==> config.mk <==
export PLATFORM = sky130hd
export DESIGN_NAME = acc_sequencer
export DESIGN_NICKNAME = d
export VERILOG_FILES = /design/src/rtl/acc_pkg.sv /design/src/rtl/acc_sequencer.sv
export SDC_FILE = /design/constraint.sdc
export NUM_CORES = 1
export LEC_CHECK = 0
export BUFFER_PORTS_ARGS = -buffer_cell sky130_fd_sc_hd__buf_2
export CAP_MARGIN = 0
export CORE_MARGIN = 2
export CORE_UTILIZATION = 55
export CTS_CLUSTER_DIAMETER = 200
export DETAILED_ROUTE_END_ITERATION = 12
export GPL_TIMING_DRIVEN = 1
export PLACE_DENSITY_LB_ADDON = 0.25
export SYNTH_ARGS = -nofsm -noshare
export SYNTH_HDL_FRONTEND = slang
export SYNTH_SLANG_ARGS = --single-unit
==> constraint.sdc <==
create_clock -name clk -period 1.96 [get_ports clk]
set_input_delay 0.294 -clock clk [delete_from_list [all_inputs] [get_ports clk]]
set_output_delay 0.294 -clock clk [all_outputs]
set_load 0.03 [all_outputs]
==> src/rtl/acc_pkg.sv <==
// Shared definitions for the column-sum accumulator datapath and its control.
// Widths here are the defaults used by the accumulator, the output buffer and
// acc_sequencer so that all three agree on address and count sizes.
package acc_pkg;

    localparam int ACC_ADDR_W    = 4;   // output-buffer address width
    localparam int ACC_CNT_W     = 8;   // partial-sum beat counter width
    localparam int ACC_OUT_W     = 5;   // outputs-per-tile count width
    localparam int BFP32_ADD_LAT = 2;   // bfp32_adder pipeline depth

    typedef enum logic [2:0] {
        ST_IDLE  = 3'd0,
        ST_CLEAR = 3'd1,
        ST_ACCUM = 3'd2,
        ST_DRAIN = 3'd3,
        ST_STORE = 3'd4,
        ST_FIN   = 3'd5
    } acc_state_t;

    // Width needed to hold a drain count of lat-1 (at least one bit).
    function automatic int drain_w(input int lat);
        return (lat > 1) ? $clog2(lat) : 1;
    endfunction

endpackage

==> src/rtl/acc_sequencer.sv <==
// acc_sequencer: sequences the column-sum accumulator for one output tile.
// For each output it clears the accumulator, counts num_psums partial-sum
// beats, waits ADD_LAT cycles for the adder chain to settle, then pulses
// store_output with the output-buffer address.
//
// Ports:
//   clk, rst            clock, asynchronous active-high reset
//   start               tile request, honoured only in IDLE
//   num_psums           beats per output       (latched on accepted start)
//   num_outputs         outputs per tile       (latched on accepted start)
//   base_addr           first buffer address   (latched on accepted start)
//   psum_valid          one partial-sum beat present this cycle
//   acc_reset           accumulator clear pulse          (registered)
//   store_output        accumulator result write strobe  (registered)
//   op_buffer_address   write address, held between stores (registered)
//   busy                tile in progress                 (registered)
//   done                tile completion pulse            (registered)
//   overrun             beat arrived outside ACCUM       (registered)
//
// state | meaning
// ------+--------------------------------------------------------------
// IDLE  | waiting for start
// CLEAR | acc_reset asserted, beat counter cleared
// ACCUM | counting psum_valid beats until num_psums seen
// DRAIN | waiting ADD_LAT cycles for the adder chain result
// STORE | store_output asserted, address and output count advance
// FIN   | done pulse, back to IDLE
module acc_sequencer
    import acc_pkg::*;
#(
    parameter int ADDR_W  = ACC_ADDR_W,
    parameter int CNT_W   = ACC_CNT_W,
    parameter int OUT_W   = ACC_OUT_W,
    parameter int ADD_LAT = BFP32_ADD_LAT
) (
    input  logic              clk,
    input  logic              rst,
    input  logic              start,
    input  logic [CNT_W-1:0]  num_psums,
    input  logic [OUT_W-1:0]  num_outputs,
    input  logic [ADDR_W-1:0] base_addr,
    input  logic              psum_valid,
    output logic              acc_reset,
    output logic              store_output,
    output logic [ADDR_W-1:0] op_buffer_address,
    output logic              busy,
    output logic              done,
    output logic              overrun
);

    localparam int DRN_W = drain_w(ADD_LAT);

    acc_state_t        state, state_nxt;
    logic [CNT_W-1:0]  beat_cnt, beat_nxt;
    logic [CNT_W-1:0]  npsum_q, npsum_nxt;
    logic [DRN_W-1:0]  drain_cnt, drain_nxt;
    logic [OUT_W-1:0]  out_cnt, out_nxt;
    logic [OUT_W-1:0]  nout_q, nout_nxt;
    logic [ADDR_W-1:0] addr, addr_nxt;
    logic [ADDR_W-1:0] op_addr_nxt;
    logic              acc_reset_nxt, store_nxt, busy_nxt, done_nxt, overrun_nxt;

    always_ff @(posedge clk or posedge rst) begin
        if (rst) begin
            state             <= ST_IDLE;
            beat_cnt          <= '0;
            npsum_q           <= '0;
            drain_cnt         <= '0;
            out_cnt           <= '0;
            nout_q            <= '0;
            addr              <= '0;
            acc_reset         <= 1'b0;
            store_output      <= 1'b0;
            op_buffer_address <= '0;
            busy              <= 1'b0;
            done              <= 1'b0;
            overrun           <= 1'b0;
        end else begin
            state             <= state_nxt;
            beat_cnt          <= beat_nxt;
            npsum_q           <= npsum_nxt;
            drain_cnt         <= drain_nxt;
            out_cnt           <= out_nxt;
            nout_q            <= nout_nxt;
            addr              <= addr_nxt;
            acc_reset         <= acc_reset_nxt;
            store_output      <= store_nxt;
            op_buffer_address <= op_addr_nxt;
            busy              <= busy_nxt;
            done              <= done_nxt;
            overrun           <= overrun_nxt;
        end
    end

    always_comb begin
        state_nxt = state;
        beat_nxt  = beat_cnt;
        npsum_nxt = npsum_q;
        drain_nxt = drain_cnt;
        out_nxt   = out_cnt;
        nout_nxt  = nout_q;
        addr_nxt  = addr;

        unique case (state)
            ST_IDLE: begin
                if (start) begin
                    if (num_psums == '0 || num_outputs == '0) begin
                        state_nxt = ST_FIN;
                    end else begin
                        npsum_nxt = num_psums;
                        nout_nxt  = num_outputs;
                        addr_nxt  = base_addr;
                        out_nxt   = '0;
                        state_nxt = ST_CLEAR;
                    end
                end
            end
            ST_CLEAR: begin
                beat_nxt  = '0;
                state_nxt = ST_ACCUM;
            end
            ST_ACCUM: begin
                if (psum_valid) begin
                    beat_nxt = beat_cnt + CNT_W'(1);
                    if (beat_cnt == npsum_q - CNT_W'(1)) begin
                        drain_nxt = DRN_W'(ADD_LAT - 1);
                        state_nxt = ST_DRAIN;
                    end
                end
            end
            ST_DRAIN: begin
                if (drain_cnt == '0) begin
                    state_nxt = ST_STORE;
                end else begin
                    drain_nxt = drain_cnt - DRN_W'(1);
                end
            end
            ST_STORE: begin
                addr_nxt = addr + ADDR_W'(1);
                out_nxt  = out_cnt + OUT_W'(1);
                if (out_cnt + OUT_W'(1) == nout_q) begin
                    state_nxt = ST_FIN;
                end else begin
                    state_nxt = ST_CLEAR;
                end
            end
            ST_FIN: begin
                state_nxt = ST_IDLE;
            end
            default: begin
                state_nxt = ST_IDLE;
            end
        endcase

        // Outputs are decoded from the next state so they line up with the
        // state they describe once registered.
        acc_reset_nxt = (state_nxt == ST_CLEAR);
        store_nxt     = (state_nxt == ST_STORE);
        busy_nxt      = (state_nxt == ST_CLEAR) || (state_nxt == ST_ACCUM) ||
                        (state_nxt == ST_DRAIN) || (state_nxt == ST_STORE);
        done_nxt      = (state_nxt == ST_FIN);
        overrun_nxt   = psum_valid && (state != ST_ACCUM);
        // STORE is only entered from DRAIN, where addr is already final.
        op_addr_nxt   = (state_nxt == ST_STORE) ? addr : op_buffer_address;
    end

endmodule

; Word-level counts from Yosys, hierarchy flattened
; Index checks and enable logic that the tools add are counted.
[word_totals]
regBits = 43
in_bits = 21
out_inout_bits = 9
word_cells = 69
[op_classes]
add_sub_neg = 5
n_eq_ne = 16
muxes = 19
bitwise = 1
reduce_logical = 15
[op_table]
columns = op, count
row1 = $mux 3, 6
row2 = $pmux 8 s2, 1
row3 = $pmux 3 s5, 1
row4 = $eq 3x2->1 const B, 4
row5 = $mux 5, 2
row6 = $pmux 5 s2, 1
row7 = $eq 3x3->1 const B, 3
row8 = $reduce_and 3->1, 3
row9 = $add 8x1->8 const B, 1
row10 = $eq 8x8->1, 1
row11 = $logic_not 8->1, 1
row12 = $mux 4, 2
row13 = $mux 8, 1
row14 = $ne 2x2->1 const B, 4
row15 = $pmux 4 s2, 1
row16 = $sub 8x1->8 const B, 1
row17 = $eq 3x1->1 const B, 2
row18 = $reduce_bool 2->1, 3
row19 = $add 5x1->5 const B, 1
row20 = $eq 5x5->1, 1
row21 = $logic_not 5->1, 1
row22 = $add 4x1->4 const B, 1
row23 = $logic_or 1x1->1, 4
row24 = $logic_not 3->1, 1
row25 = 7 further kinds, 9

; Logic depth before layout (Yosys ltp)
[logic_depth]
ltp_word = 9
ltp_mapped = 7
ltp_nobuf = 7

; Least setup slack after synthesis
; No wires, ideal clock.
[synth_path]
path_kind = reg-to-reg
start = register npsum_q[0]
end = register drain_cnt
setup_ns = 0.121
t_arrival_ns = 1.482
required_ns = 1.839
path_slack_ns = 0.357
stages_incl_launch_ff = 8
n_path_buf = 0
synth_period_minus_slack_ns = 1.603
cell_sequence = dfrtp_1 -> inv_1 -> ha_1 -> and3b_1 -> o21a_1 -> o31ai_1 -> nor3b_1 -> a22o_1
[synth_via]
elab_chain_cells = 4
[synth_rtl]
columns = element, line
row1 = from (decl), acc_sequencer.sv:55  ; logic [CNT_W-1:0] npsum_q, npsum_nxt;
row2 = from (signal assigned), acc_sequencer.sv:81  ; npsum_q <= npsum_nxt;
row3 = $sub 8x1->8, acc_sequencer.sv:125  ; if (beat_cnt == npsum_q - CNT_W'(1)) begin
row4 = $eq 8x8->1, acc_sequencer.sv:125
row5 = $ne 2x2->1 (no line), n/a
row6 = $reduce_and 3->1 (no line), n/a
row7 = to (signal assigned), acc_sequencer.sv:82  ; drain_cnt <= drain_nxt;
row8 = to (decl), acc_sequencer.sv:56  ; logic [DRN_W-1:0] drain_cnt, drain_nxt;
; Every way passes these cells.
; A chain may end at the register's enable or synchronous reset.

; Worst setup path in the final report
[layout_path]
start = register state[1]
end = register beat_cnt[7]
[layout_via]
elab_chain_cells = 3
elab_cells_between_ends = 6
cone_classes = eq/ne: 3 / mux: 1 / reduce/logical: 2
[layout_rtl]
columns = element, line
row1 = from (decl), acc_sequencer.sv:53  ; acc_state_t state, state_nxt;
row2 = from (signal assigned), acc_sequencer.sv:79  ; state <= state_nxt;
row3 = $eq 3x2->1 or $eq 3x1->1 (tied branches), acc_sequencer.sv:104  ; unique case (state)
row4 = $ne 2x2->1 (no line) or $reduce_bool 2->1 (tied branches), n/a
row5 = $reduce_and 2->1 (no line), n/a
row6 = to (signal assigned), acc_sequencer.sv:80  ; beat_cnt <= beat_nxt;
row7 = to (decl), acc_sequencer.sv:54  ; logic [CNT_W-1:0] beat_cnt, beat_nxt;
; Parallel ways exist; a longest one is shown, timed or not.

==> flow_summary.yaml <==
grt:
  grt_pass1_wl_um: 6970
  grt_pass1_vias: 1495
  grt_max_degree: 44
  grt_util_all_layers_pct: 20.7
  grt_overflow: 0
  antenna_found_initial: 0
synthesis:
  synth.area.top_cells: "dfrtp_1 (48%), mux2_1 (8.5%), xor2_1 (5.4%), xnor2_1 (3.9%), nand2_1 (3.2%)"
  syn_nets: 234
  synth_largest_area_cell: "dfrtp_1"
  ys.flop_type: "dfrtp_1"
  synth-seq-area-share_pct: 47.6
  synth_area_per_cell_um2: 10.8
  synthArstFlopShare_pct: 100
  yosysTopAreaCellShare_pct: 47.6
  ys_types: 50
  synthCells: 209
  synth_edf_count: 0
  ys.warnings.count: 0
  syn_area_um2: 2260
  ys_seq_elements: 43
critical_path:
  cp_data_required_time_ns: 2.18
  path_max_fanout: 9
  path_cells: "inv_4 > nor3_4 > nand4_1 > or3_1 > a21oi_1"
  critPathBufInv: 1
  cp_slowest_stage_delay_ns: 0.60
  cp-start-kind: "flop"
  crit_family: "simple AND/OR/NAND/NOR gates"
  crit_type: "flop to flop"
  worstSetupEndpointType: "flop"
  cp_slowest_cell: "dfrtp_1"
  critPathArrivalTime_ns: 2.01
sta:
  max_slew_margin_pct: 63.7
  timing.fmax_mhz: 558
  skew_ns: 0.00365
  rsz0062_at_grt: "false"
  fin_crit_ns: 1.79
  setup_tns_ns: 0
  finalMaxSlewViolations: 0
  fin_hold_ws_ns: 0.118
  setup_viol: 0
  finalHoldViolations: 0
  worst_slack_ns: 0.168
  period_share_pct: 91.4
  tightestPinTransition_ns: 0.545
die:
  die_x_um: 68.1
  dieHeight_um: 68.1
  core-area_um2: 3970
  rows: 23
  initial_core_util_pct: 56.9
  dieArea_um2: 4630
  pin_count: 30
routing:
  vias_per_cell: 5.51
  route.detailed.drc: 0
  wl_per_cell_um: 14.4
  vias: 1663
  dr.pass1.iters: 4
  antenna_left: 0
  drt_iter0_drc: 115
  routed_wl_um: 4340
place:
  gp_congestion: 0.770
  place_hpwl_um: 3280
  place_ws_ns: 0.164
  io_buffers: 29
pwr:
  power.total_mw: 3.92
  peakVddDrop_v: 0.000762
  power_density_nw_per_um2: 1490
  p_leak_nw: 1.22
hold_path:
  hp-class: "input pin to asynchronous set/reset pin"
finish:
  drive_above_1_share_pct: 24.2
  n_antenna_cell: 0
  fill_cells: 332
  areaGrowthSynthToFinish_pct: 16.9
  fin_nets: 276
cts:
  clk_pin_slew_worst_paths_ns: 0.08
  postCtsResizedCells: 0
  cts_hold_buf: 0
  root_buffer: "clkbuf_8"
  cts_buffers: 5
  cts_buffer_depth: 2
  clk_latency_ns: 0.29
  cts_setup_buffers: 0
  cts_tree: "built"
  clock_sinks: 43
  cts_max_level: 2
run:
  cap_violations: 0
run_status:
  status: "finished clean"
-- sequential cells by signal, summed over array words and instances, names as in the netlist, 3 cells and up --
name               count
addr                   4
nout_q                 5
out_cnt                5
op_buffer_address      4
npsum_q                8
beat_cnt               8
state                  3
-- cell usage after synthesis (3+ instances only) --
cell and instances:
a21oi_1 8, and2_1 3, buf_2 3, dfrtp_1 43
ha_1 4, inv_1 5, mux2_1 17, nand2_1 19
nand3_1 6, nand4_1 5, nor2_1 12, nor2b_1 3
nor3_1 4, o21ai_0 5, o21ai_1 4, o22ai_1 3
xnor2_1 10, xor2_1 14
-- cell type report --
cell class	instances	area (um^2)	area share [%]
inverter	6	25.0	0.948
timing repair buffer	42	243	9.19
tap	50	62.6	2.37
clock inverter	2	35.0	1.33
multi-input combinational	153	1120	42.3
clock buffer	6	82.6	3.13
sequential	43	1080	40.8
-- cell usage in the layout (no fill, tap or decap), drive strengths merged, types with 3 or more instances in the layout --
master  Yosys  layout
clkbuf      2       6
nor2       13      13
ha          4       4
nand3       7       7
o22ai       3       3
a21oi       8       8
o21ai       9       9
mux2       18      18
dfrtp      43      43
xnor2      10      10
nor4        4       4
buf         5      42
nor2b       3       3
xor2       14      14
inv         6       6
nand2      19      19
and2        3       3
nand4       5       5
nor3        6       6
-- cell families (layout without fill, tap and decap cells) --
family,count (synthesis),in the layout,synth area share [%]
AOI/OAI and AO/OA,35,35,10.6
xor gates and xnor gates,24,24,9.31
adders and majority gates,4,4,2.22
buffers and inverters,13,56,2.94
DFF,43,43,47.6
muxes,20,20,9.86
and+or+nand+nor,70,70,17.5
-- stage by stage --
stage               util, %  area, um^2  cells
floorplan                 -        2260    209
global placement       63.5        2520    294
detailed placement     63.5        2520    294
CTS                    66.5        2640    302
global route           66.5        2640    302
finish                 66.5        2640    302
-- layer usage --
metal  wire (um)  global-route usage, %  part of all wire, %  up-vias
met2        2050                   30.9                   47       26
met5           0                      0                    0        -
met4          45                   6.75                  1.0        0
met3         157                   5.43                  3.6        6
met1        2080                   29.2                   48      806
li1            -                      -                    -      825
-- tightest hold or removal path, stage by stage --
cell and delay (ns):
buf_2 0.09, inv_1 0.04, buf_4 0.45
-- final timing paths --
path,from,end,slack (ns),depth (start not counted)
worst min register to register,op_buffer_address[1]$_DFFE_PP0P_,op_buffer_address[1]$_DFFE_PP0P_,0.49,1
worst min-delay path,rst,npsum_q[5]$_DFFE_PP0P_,0.12,3
min in group clk,num_outputs[2],nout_q[2]$_DFFE_PP0P_,0.22,2
worst max-delay path,state[1]$_DFF_PP0_,beat_cnt[7]$_DFFE_PP0P_,0.17,5
max in group asynchronous,rst,op_buffer_address[1]$_DFFE_PP0P_,1.46,3
worst max register to register,state[1]$_DFF_PP0_,beat_cnt[7]$_DFFE_PP0P_,0.17,5
-- report_power, final --
part	internal, mW	leakage, nW	switching (mW)	total (mW)
Clock	0.412	0.0612	0.298	0.710
Combinational	0.777	0.619	0.863	1.64
Sequential	1.22	0.539	0.351	1.57
Power figures use the tool's default switching activity.
